$ cat config.mk
export PLATFORM = sky130hd
export DESIGN_NAME = sprite_rom_arbiter
export DESIGN_NICKNAME = d
export VERILOG_FILES = /design/src/rtl/sprite_rom_arbiter.sv
export SDC_FILE = /design/constraint.sdc
export NUM_CORES = 1
export LEC_CHECK = 0
export CORE_MARGIN = 2
export CORE_UTILIZATION = 42
export CTS_BUF_LIST = sky130_fd_sc_hd__clkbuf_8
export CTS_CLUSTER_SIZE = 25
export DETAILED_ROUTE_END_ITERATION = 7
export PLACE_DENSITY_LB_ADDON = 0.15
export RECOVER_POWER = 100
export SYNTH_ARGS = -nofsm -noshare
export SYNTH_HDL_FRONTEND = slang
export SYNTH_SLANG_ARGS = --single-unit
$ cat constraint.sdc
create_clock -name vga_clk -period 1.62 [get_ports vga_clk]
set_input_delay 0.243 -clock vga_clk [delete_from_list [all_inputs] [get_ports vga_clk]]
set_output_delay 0.243 -clock vga_clk [all_outputs]
set_load 0.02 [all_outputs]
$ cat src/rtl/sprite_rom_arbiter.sv
// sprite_rom_arbiter: round-robin arbiter sharing one synchronous sprite ROM
// port between two render requesters, with tagged fixed-latency responses.
module sprite_rom_arbiter #(
    parameter int unsigned ADDR_W  = 10,
    parameter int unsigned DATA_W  = 4,
    parameter int unsigned ROM_LAT = 1
) (
    input  logic              vga_clk,
    input  logic              Reset,
    input  logic              req0,
    input  logic [ADDR_W-1:0] addr0,
    output logic              gnt0,
    input  logic              req1,
    input  logic [ADDR_W-1:0] addr1,
    output logic              gnt1,
    output logic [ADDR_W-1:0] rom_addr,
    input  logic [DATA_W-1:0] rom_q,
    output logic              rsp_valid0,
    output logic              rsp_valid1,
    output logic [DATA_W-1:0] rsp_data
);

    logic              prio_q, prio_d;
    logic [ADDR_W-1:0] rom_addr_q, rom_addr_d;
    logic [ROM_LAT:0]  tag_vld_q, tag_vld_d;
    logic [ROM_LAT:0]  tag_id_q, tag_id_d;
    logic              rsp_valid0_q, rsp_valid0_d;
    logic              rsp_valid1_q, rsp_valid1_d;
    logic [DATA_W-1:0] rsp_data_q, rsp_data_d;
    logic              tag_out_vld;
    logic              tag_out_id;

    // Grant decode: a sole requester wins, a tie goes to the prio holder, nothing during reset
    always_comb begin
        gnt0 = 1'b0;
        gnt1 = 1'b0;
        if (!Reset) begin
            gnt0 = req0 && (!req1 || !prio_q);
            gnt1 = req1 && (!req0 ||  prio_q);
        end
    end

    assign tag_out_vld = tag_vld_q[ROM_LAT];
    assign tag_out_id  = tag_id_q[ROM_LAT];

    // Next state: priority flip, ROM address capture, tag shift and response capture
    always_comb begin
        prio_d       = prio_q;
        rom_addr_d   = rom_addr_q;
        rsp_data_d   = rsp_data_q;
        rsp_valid0_d = 1'b0;
        rsp_valid1_d = 1'b0;
        if (gnt0) begin
            prio_d     = 1'b1;
            rom_addr_d = addr0;
        end else if (gnt1) begin
            prio_d     = 1'b0;
            rom_addr_d = addr1;
        end
        // Stage k holds the tag whose address went out k+1 cycles ago; the last
        // stage lines up with rom_q carrying that address's data.
        tag_vld_d = {tag_vld_q[ROM_LAT-1:0], gnt0 | gnt1};
        tag_id_d  = {tag_id_q[ROM_LAT-1:0], gnt1};
        if (tag_out_vld) begin
            rsp_data_d   = rom_q;
            rsp_valid0_d = !tag_out_id;
            rsp_valid1_d =  tag_out_id;
        end
    end

    // State registers; reset discards in-flight tags and restores priority to requester 0
    always_ff @(posedge vga_clk) begin
        if (Reset) begin
            prio_q       <= 1'b0;
            rom_addr_q   <= '0;
            tag_vld_q    <= '0;
            tag_id_q     <= '0;
            rsp_valid0_q <= 1'b0;
            rsp_valid1_q <= 1'b0;
            rsp_data_q   <= '0;
        end else begin
            prio_q       <= prio_d;
            rom_addr_q   <= rom_addr_d;
            tag_vld_q    <= tag_vld_d;
            tag_id_q     <= tag_id_d;
            rsp_valid0_q <= rsp_valid0_d;
            rsp_valid1_q <= rsp_valid1_d;
            rsp_data_q   <= rsp_data_d;
        end
    end

    assign rom_addr   = rom_addr_q;
    assign rsp_valid0 = rsp_valid0_q;
    assign rsp_valid1 = rsp_valid1_q;
    assign rsp_data   = rsp_data_q;

endmodule
* Yosys cells after proc, flatten, opt, wreduce, memory -nomap -nowiden
Index checks and enable logic that the tools add are counted.
Cells by class: mux-type cells 6, bitwise gates (word level) 2, reductions and logical operators 10
Operators by type and width (count):
- 10-bit two-way mux | 2
- 1-bit zero test | 4
- 1-bit two-way mux | 4
- 1-bit logical AND | 2
- 1-bit logical OR | 2
- 2-bit nonzero test | 1
- 2-bit OR reduction | 1
- 1-bit inverter | 1
- 1-bit OR | 1
Storage, ports and cells: register bits after elaboration 21, input bits 28, logic and storage cells 25

* Depth between registers and ports, before layout
Gate-level depths: netlist of the first run.
word-level depth 6, depth in mapped cells 4, gate-level depth less buffers 3

* Least setup slack after synthesis of the first run
OpenSTA, ideal clock, no wires.
path kind input-to-output, start point in req0, end point out gnt1, arrival time 1.055 ns, data required time 1.377 ns, setup slack 0.322 ns, cell stages on the path 3, path buffers 1, cells stage by stage clkbuf_1 -> nor2b_1 -> nor3b_1
Between the ends: longest elaborated chain between the ends 4
RTL lines:
- start: declaration | RTL line 10 | input logic req0,
- 1-bit zero test | RTL line 39 | gnt1 = req1 && (!req0 || prio_q);
- 1-bit logical OR | RTL line 39
- 1-bit logical AND | RTL line 39
- 1-bit two-way mux | RTL line 37 | if (!Reset) begin
- end: declaration | RTL line 15 | output logic gnt1,
Every way passes these cells.

* Worst setup path after layout of the first run
start point in req1, end point out gnt0
Between the ends: longest elaborated chain between the ends 4
RTL lines:
- start: declaration | RTL line 13 | input logic req1,
- 1-bit zero test | RTL line 38 | gnt0 = req0 && (!req1 || !prio_q);
- 1-bit logical OR | RTL line 38
- 1-bit logical AND | RTL line 38
- 1-bit two-way mux | RTL line 37
- end: declaration | RTL line 12 | output logic gnt0,
Every way passes these cells.

==> results of run 1 <==
[worst max path at each step]
stage | from | to | slack [ns] | cells after the start
global route | req0 | rom_addr[8] | -0.01 | 7
CTS | req0 | gnt1 | 0.003 | 4
detailed placement | req0 | gnt1 | -0.27 | 4
floorplan | req0 | gnt1 | 0.32 | 3
global placement | req0 | rom_addr[9] | -0.23 | 5
finish | req1 | gnt0 | 0.07 | 5
[cells by family after synthesis]
family | after synthesis
buffers and inverters | 8
and+or+nand+nor | 35
muxes | 4
DFF | 21
AOI/OAI and AO/OA | 12
[final cells by class]
| type | instances | area (um2) |
|---|---|---|
| fillers | 156 | 534.3 |
| flip-flops and latches | 21 | 420.4 |
| multi-input cells | 51 | 391.6 |
| clock buffers | 3 | 41.29 |
| repair buffers | 54 | 513.0 |
| clock inverters | 1 | 3.754 |
| well taps | 27 | 33.78 |
| inverters | 1 | 3.754 |
[registers in the layout, indices dropped and copies added, names as in the netlist]
signal      flops
prio_q          1
tag_id_q        2
rsp_valid1      1
rsp_valid0      1
rom_addr       10
tag_vld_q       2
rsp_data        4
[worst max-delay path, cell delays in order]
cell and delay (ns):
sky130_fd_sc_hd__clkdlybuf4s50_1 0.46, sky130_fd_sc_hd__a21oi_2 0.19, sky130_fd_sc_hd__nand2_2 0.07, sky130_fd_sc_hd__inv_1 0.05
sky130_fd_sc_hd__clkdlybuf4s15_1 0.29
[metrics by stage]
step                      TNS (ns)  instance area, um2  hold WS, ns  setup slack (ns)  power, mW
after global placement      -2.632                1361       0.3986           -0.2270     0.8564
after CTS                        0                1404       0.4113          0.003116      1.181
after global routing      -0.01009                1408       0.4272          -0.01009      1.224
final                            0                1408       0.4097           0.06625      1.174
after detailed placement    -2.989                1361       0.4012           -0.2726     0.8626
after floorplan                  0               853.3       0.3885            0.3215     0.7067
[metal layers]
metal	share of wire (%)	up-vias	GRT usage [%]
met5	0	-	0
met4	1.3	0	8.571
met3	5.4	2	5.215
met2	48	23	30.86
met1	45	362	21.92
li1	-	398	-
[report_power, final]
| part | total [mW] | internal (mW) | leakage (nW) | switching, mW |
|---|---|---|---|---|
| Sequential | 0.573 | 0.553 | 0.174 | 0.0201 |
| Clock | 0.325 | 0.168 | 0.0269 | 0.157 |
| Combinational | 0.276 | 0.164 | 0.382 | 0.111 |
[cell usage in the layout (no fill, tap or decap)]
master / instances
sky130_fd_sc_hd__clkbuf_2: 1
sky130_fd_sc_hd__and3_2: 1
sky130_fd_sc_hd__inv_1: 2
sky130_fd_sc_hd__clkdlybuf4s50_1: 43
sky130_fd_sc_hd__nand2_2: 1
sky130_fd_sc_hd__dfxtp_1: 21
sky130_fd_sc_hd__nor2b_1: 3
sky130_fd_sc_hd__a221o_2: 1
sky130_fd_sc_hd__nor3_4: 1
sky130_fd_sc_hd__a21oi_2: 1
sky130_fd_sc_hd__buf_4: 9
sky130_fd_sc_hd__and3_1: 9
sky130_fd_sc_hd__o21a_1: 1
sky130_fd_sc_hd__a221o_1: 9
sky130_fd_sc_hd__nor3b_1: 13
sky130_fd_sc_hd__and3b_1: 1
sky130_fd_sc_hd__clkdlybuf4s15_1: 1
sky130_fd_sc_hd__nor2_1: 6
sky130_fd_sc_hd__clkbuf_8: 3
sky130_fd_sc_hd__mux2i_1: 4
[repair_timing]
item,CTS,global route
hold endpoints to repair,0,0
gates resized for setup,2,5
endpoints found under the setup margin,2,12
buffers inserted,0,0
==> results.tsv, run 1 <==
stage	metric	value	unit
yosys	fraction of the mapped netlist area in adder cells	0	%
sta	slew at the pin closest to its max-slew limit	0.4294	ns
yosys	area share of the largest cell type after synthesis	49.27	%
floorplanning	die height	49.08	um
route	final antenna-violating net count	0	
route	router iterations before antenna repair	4	
yosys	top area cells in the synthesized netlist	sky130_fd_sc_hd__dfxtp_1, sky130_fd_sc_hd__nor3b_1, sky130_fd_sc_hd__a221o_1	
final_layout	fin nets	160	
setup_path	worst reg-to-reg path cell count	4	
global_route	number of antenna violations at the first check in global routing	0	
sta	number of max-slew violations in the final report	0	
clock_network	Num CTS Buffers	3	
floorplanning	number of ports placed on the die boundary	46	
clock_network	clock latency on the worst-skew pair	0.25	ns
floorplanning	cell row count	16	
yosys	XOR/XNOR share of the synthesized area	0	%
yosys	netlist area before placement	853.3	um2
run_status	result of the run	finished clean	
final_layout	utilization after layout	72.49	%
setup_path	Worst EP arrival	1.31	ns
route	count of vias placed by the detailed router	785	
floorplanning	die outline width	49.08	um
placed_design	port bufs	45	
clock_network	clock sink count	21	
setup_path	worst r2r dst	rom_addr[8]	
yosys	most numerous cell types in the synthesized netlist	sky130_fd_sc_hd__dfxtp_1, sky130_fd_sc_hd__nor3b_1, sky130_fd_sc_hd__a221o_1, sky130_fd_sc_hd__and3_1, sky130_fd_sc_hd__nor2_1	
placed_design	HPWL after detailed placement	1.501	mm
global_route	largest net degree at the start of global routing	18	
setup_path	Critical Path Start Type	input pin	
setup_path	CP max FO	4	
route	DR DRC count	0	
clock_network	count of hold buffers inserted by post-cts repair	0	
sta	crit share post-route	95.91	%
yosys	register area share after synthesis	49.27	%
yosys	Main synth FF type	sky130_fd_sc_hd__dfxtp_1	
yosys	Synth Warn #	0	
yosys	fraction of the mapped netlist area in simple logic gates	26.69	%
yosys	Post-Synthesis Net Count	108	
placed_design	number of placed instances, taps included	154	
min_path	Worst Hold Path Cells	1	
power_and_ir_drop	Pwr per Cell Area	834.0	nW/um2
global_route	wire length of the first global-routing pass	3.401	mm
clock_network	clk buf depth	2	
clock_network	H-tree depth	1	
sta	setup-violating endpoint count in the final report	0	
sta	fin crit period	1.554	ns
global_route	total global routing overflow	0	
min_path	class of the worst hold path	reg -> reg	
route	Avg WL per Cell	12.90	um
route	drt initial violations	6	
sta	final hold vios	0	
sta	post-route clock skew	0.0007801	ns
route	total wirelength of the detailed-routed design	2.038	mm
yosys	largest area contributor in the netlist	sky130_fd_sc_hd__dfxtp_1	
yosys	gate count after technology mapping	80	
clock_network	root buf cell	sky130_fd_sc_hd__clkbuf_8	
floorplanning	die area	2408	um2
min_path	Hold Crit Endpoint	rsp_valid0	
yosys	multiplexer area fraction after synthesis	4.692	%
route	routed via count divided by cell count	4.968	
setup_path	reg-to-reg critical path startpoint	prio_q	
run	max-capacitance violation count	0	
power_and_ir_drop	static leakage	0.5825	nW
final_layout	number of antenna repair diodes	0	
yosys	main combinational cell family by area after synthesis	simple AND/OR/NAND/NOR gates	
placed_design	final weighted congestion of routability-driven global placement	0.6826	
yosys	EDFF count, synth	0	
floorplanning	Initial Util	43.94	%
global_route	GRT Overall Usage	18.55	%
yosys	fraction of registers with async set or reset after synthesis	0	%
final_layout	post-route non-filler standard cell count	158	
final_layout	area growth from synthesis to layout	64.96	%
yosys	number of library cell types mapped by synthesis	18	
sta	relative slew slack	71.28	%
yosys	flip-flop and latch count after synthesis	21	
setup_path	slack of the worst reg-to-reg path	0.42	ns
final_layout	share of post-route cells with drive strength above 1	13.74	%
global_route	number of global-route vias before repair	740	
yosys	most common cell in the netlist	sky130_fd_sc_hd__dfxtp_1	
setup_path	Critical Path End Type	output pin	
min_path	start point of the worst hold path	tag_id_q[1]	
sta	highest clock rate	643.6	MHz
floorplanning	core area	1942	um2
yosys	syn_area_per_cell	10.67	um2
yosys	post-synthesis compound-gate area fraction	13.78	%
power_and_ir_drop	peak ir drop on the vdd network	895.0	uV
setup_path	critical path class	in -> out	
setup_path	worst endpoint required time	1.38	ns
clock_network	clock tree from TritonCTS	yes	
clock_network	Clk pin slew, worst setup/hold paths	0.07	ns
(Power assumes the default switching activity.)
==> inputs of run 2 (changes only) <==
SETUP_SLACK_MARGIN = 0.4   (was not set)
==> run 2 against run 1 <==
Effect of this change:
- combinational power grew 16%
- first-iteration DRC count rose by 100%
- sequential power hardly changed
- largest power group unchanged
- clock power is 10% higher
- highest routed layer unchanged
- wire length increased by 41%
- die area stayed put
==> results.tsv, run 2 (synthesis results as in run 1) <==
stage	metric	value	unit	change
route	total wirelength of the detailed-routed design	2.865	mm	was 2.038 mm
power_and_ir_drop	Power Total	1.253	mW	was 1.174 mW
route	Avg WL per Cell	16.95	um	was 12.90 um
route	DR DRC count	0		unchanged
min_path	class of the worst hold path	reg -> reg		unchanged
placed_design	port bufs	45		unchanged
clock_network	Clk pin slew, worst setup/hold paths	0.08	ns	was 0.07 ns
clock_network	Num CTS Buffers	3		unchanged
sta	crit share post-route	89.73	%	was 95.91%
route	router iterations before antenna repair	4		unchanged
final_layout	most common cell after layout, fill and taps aside	sky130_fd_sc_hd__clkdlybuf4s50_1		unchanged
floorplanning	die area	2408	um2	unchanged
final_layout	number of antenna repair diodes	0		unchanged
run	max-capacitance violation count	0		unchanged
final_layout	most frequent cells in the layout	sky130_fd_sc_hd__clkdlybuf4s50_1, sky130_fd_sc_hd__dfxtp_1, sky130_fd_sc_hd__dlygate4sd2_1		was sky130_fd_sc_hd__clkdlybuf4s50_1, sky130_fd_sc_hd__dfxtp_1, sky130_fd_sc_hd__nor3b_1
floorplanning	core area	1942	um2	unchanged
floorplanning	cell row count	16		unchanged
global_route	number of global-route vias before repair	981		was 740
setup_path	Critical Path Start Type	flop		was input pin
sta	final hold vios	0		unchanged
final_layout	fin nets	171		was 160
global_route	GRT Overall Usage	25.54	%	was 18.55%
global_route	largest net degree at the start of global routing	19		was 18
sta	slew at the pin closest to its max-slew limit	0.4255	ns	was 0.4294 ns
clock_network	H-tree depth	1		unchanged
clock_network	root buf cell	sky130_fd_sc_hd__clkbuf_8		unchanged
sta	relative slew slack	71.54	%	was 71.28%
setup_path	standard cell with the maximum stage delay on the critical path	sky130_fd_sc_hd__dfxtp_1		was sky130_fd_sc_hd__clkdlybuf4s50_1
min_path	Hold Crit Endpoint	rsp_valid0		unchanged
setup_path	delay of the slowest cell on the worst path	0.44	ns	was 0.46 ns
route	final antenna-violating net count	0		unchanged
sta	Worst Slack Setup Final	0.1663	ns	was 0.06625 ns
setup_path	Critical Path End Type	output pin		unchanged
setup_path	Worst path top cell family by delay	flip-flops		was buffers and inverters
power_and_ir_drop	static leakage	0.6830	nW	was 0.5825 nW
final_layout	area growth from synthesis to layout	82.55	%	was 64.96%
clock_network	clock sink count	21		unchanged
global_route	wire length of the first global-routing pass	4.616	mm	was 3.401 mm
final_layout	Filler cells	121		was 156
sta	unrepaired setup endpoints after global routing	yes		
clock_network	clock latency on the worst-skew pair	0.27	ns	was 0.25 ns
setup_path	reg-to-reg critical path startpoint	prio_q		unchanged
sta	summed negative setup slack over all endpoints	0	ns	unchanged
route	routed via count divided by cell count	5.355		was 4.968
sta	number of max-slew violations in the final report	0		unchanged
power_and_ir_drop	Pwr per Cell Area	804.5	nW/um2	was 834.0 nW/um2
setup_path	worst r2r dst	rom_addr[2]		was rom_addr[8]
floorplanning	Initial Util	43.94	%	unchanged
min_path	start point of the worst hold path	tag_id_q[1]		unchanged
clock_network	clk buf depth	2		unchanged
sta	post-route clock skew	0.004794	ns	was 0.0007801 ns
route	drt initial violations	12		was 6
sta	fin crit period	1.454	ns	was 1.554 ns
min_path	Worst Hold Path Cells	1		unchanged
floorplanning	die height	49.08	um	unchanged
floorplanning	number of ports placed on the die boundary	46		unchanged
setup_path	worst reg-to-reg path cell count	6		was 4
sta	highest clock rate	687.9	MHz	was 643.6 MHz
placed_design	final weighted congestion of routability-driven global placement	0.6397		was 0.6826
global_route	number of antenna violations at the first check in global routing	0		unchanged
setup_path	worst endpoint required time	1.38	ns	about the same
power_and_ir_drop	peak ir drop on the vdd network	686.4	uV	was 895.0 uV
setup_path	CP max FO	3		was 4
setup_path	Worst EP arrival	1.21	ns	was 1.31 ns
final_layout	share of post-route cells with drive strength above 1	26.06	%	was 13.74%
floorplanning	die outline width	49.08	um	unchanged
placed_design	worst slack at placement	-0.2655	ns	was -0.2726 ns
setup_path	Critical path buffers and inverters	2		was 3
setup_path	slack of the worst reg-to-reg path	0.20	ns	was 0.42 ns
clock_network	clock tree from TritonCTS	yes		unchanged
run_status	result of the run	finished clean		unchanged
setup_path	critical path class	reg -> out		was in -> out
final_layout	Largest register FFs	10		unchanged
placed_design	HPWL after detailed placement	1.633	mm	was 1.501 mm
setup_path	critical-path cell list	buf_6 -> nor2b_4 -> nor3b_2 -> buf_4		was clkdlybuf4s50_1 -> a21oi_2 -> nand2_2 -> inv_1 -> clkdlybuf4s15_1
sta	setup-violating endpoint count in the final report	0		unchanged
route	count of vias placed by the detailed router	905		was 785
clock_network	count of hold buffers inserted by post-cts repair	0		unchanged
global_route	total global routing overflow	0		unchanged
## run 2: changes by cell type in the layout (fill, tap and decap cells not counted), moves of 3 or more
cell / previous run / this run
sky130_fd_sc_hd__buf_6: 0 / 8
sky130_fd_sc_hd__clkbuf_1: 0 / 3
sky130_fd_sc_hd__clkdlybuf4s25_1: 0 / 3
sky130_fd_sc_hd__and3_4: 0 / 7
sky130_fd_sc_hd__and3_1: 9 / 3
sky130_fd_sc_hd__dlygate4sd2_1: 0 / 15
sky130_fd_sc_hd__clkdlybuf4s50_1: 43 / 24
## run 2: worst max-delay path by stage
| stage | to | slack, ns | depth (start not counted) | start |
|---|---|---|---|---|
| floorplan | gnt1 | 0.51 | 3 | req0 |
| global route | gnt1 | 0.12 | 4 | prio_q |
| global placement | gnt0 | -0.24 | 5 | Reset |
| detailed placement | rom_addr[8] | -0.27 | 4 | Reset |
| CTS | gnt0 | 0.20 | 4 | prio_q |
| finish | gnt1 | 0.17 | 4 | prio_q |
## run 2: routing by layer
| layer | up-vias | track usage [%] | routed length (um) |
|---|---|---|---|
| li1 | 419 | - | - |
| met2 | 31 | 43.69 | 1456 |
| met1 | 443 | 28.43 | 1194 |
| met5 | - | 0 | 0 |
| met4 | 0 | 15.24 | 84 |
| met3 | 12 | 6.135 | 130 |
## run 2: cell type report
cell class	count	area, um2	area share [%]
clock buffers	3	41.29	2.651
clock inverters	1	7.507	0.4819
multi-input cells	51	450.4	28.92
inverters	1	3.754	0.2410
flip-flops and latches	21	420.4	26.99
well taps	27	33.78	2.169
repair buffers	65	600.6	38.55
## run 2: worst register-to-register path: stages, from the launching register on
cell,delay (ns)
sky130_fd_sc_hd__dfxtp_1,0.44
sky130_fd_sc_hd__a21oi_4,0.09
sky130_fd_sc_hd__buf_6,0.12
sky130_fd_sc_hd__buf_6,0.12
sky130_fd_sc_hd__clkbuf_1,0.14
sky130_fd_sc_hd__and3_4,0.16
sky130_fd_sc_hd__a221o_1,0.25
## run 2: stage by stage
step / hold WS (ns) / std cells / instance area (um2) / utilization, %
5_1_grt: 0.4419 / 169 / 1558 / 80.22
6_report: 0.4251 / 169 / 1558 / 80.22
4_1_cts: 0.4187 / 168 / 1589 / 81.83
2_1_floorplan: 0.3885 / 80 / 858.3 / -
3_5_place_dp: 0.4073 / 154 / 1366 / 70.36
3_3_place_gp: 0.3988 / 154 / 1366 / 70.36
## run 2: what timing repair did
| action | 4_1_cts | 5_1_grt |
|---|---|---|
| gates resized for setup | 59 | 7 |
| buffers inserted | 10 | 1 |
| hold endpoints to repair | 0 | 0 |
| pin swaps | 14 | 3 |
| endpoints found under the setup margin | 28 | 15 |
## run 2: power breakdown
| group | internal (mW) | switching (mW) | total (mW) |
|---|---|---|---|
| Combinational | 0.181 | 0.138 | 0.319 |
| Clock | 0.174 | 0.185 | 0.359 |
| Sequential | 0.553 | 0.0230 | 0.576 |
==> inputs of run 3 (changes only) <==
MAX_ROUTING_LAYER = met4   (was not set)
==> results of run 3 <==
Same layout as run 2: the final DEF is identical, and so are final timing and power.
Among the figures that moved: final weighted congestion in routability-driven placement 0.6397 -> 0.6451; overall routing resource usage 25.54% -> 26.25%
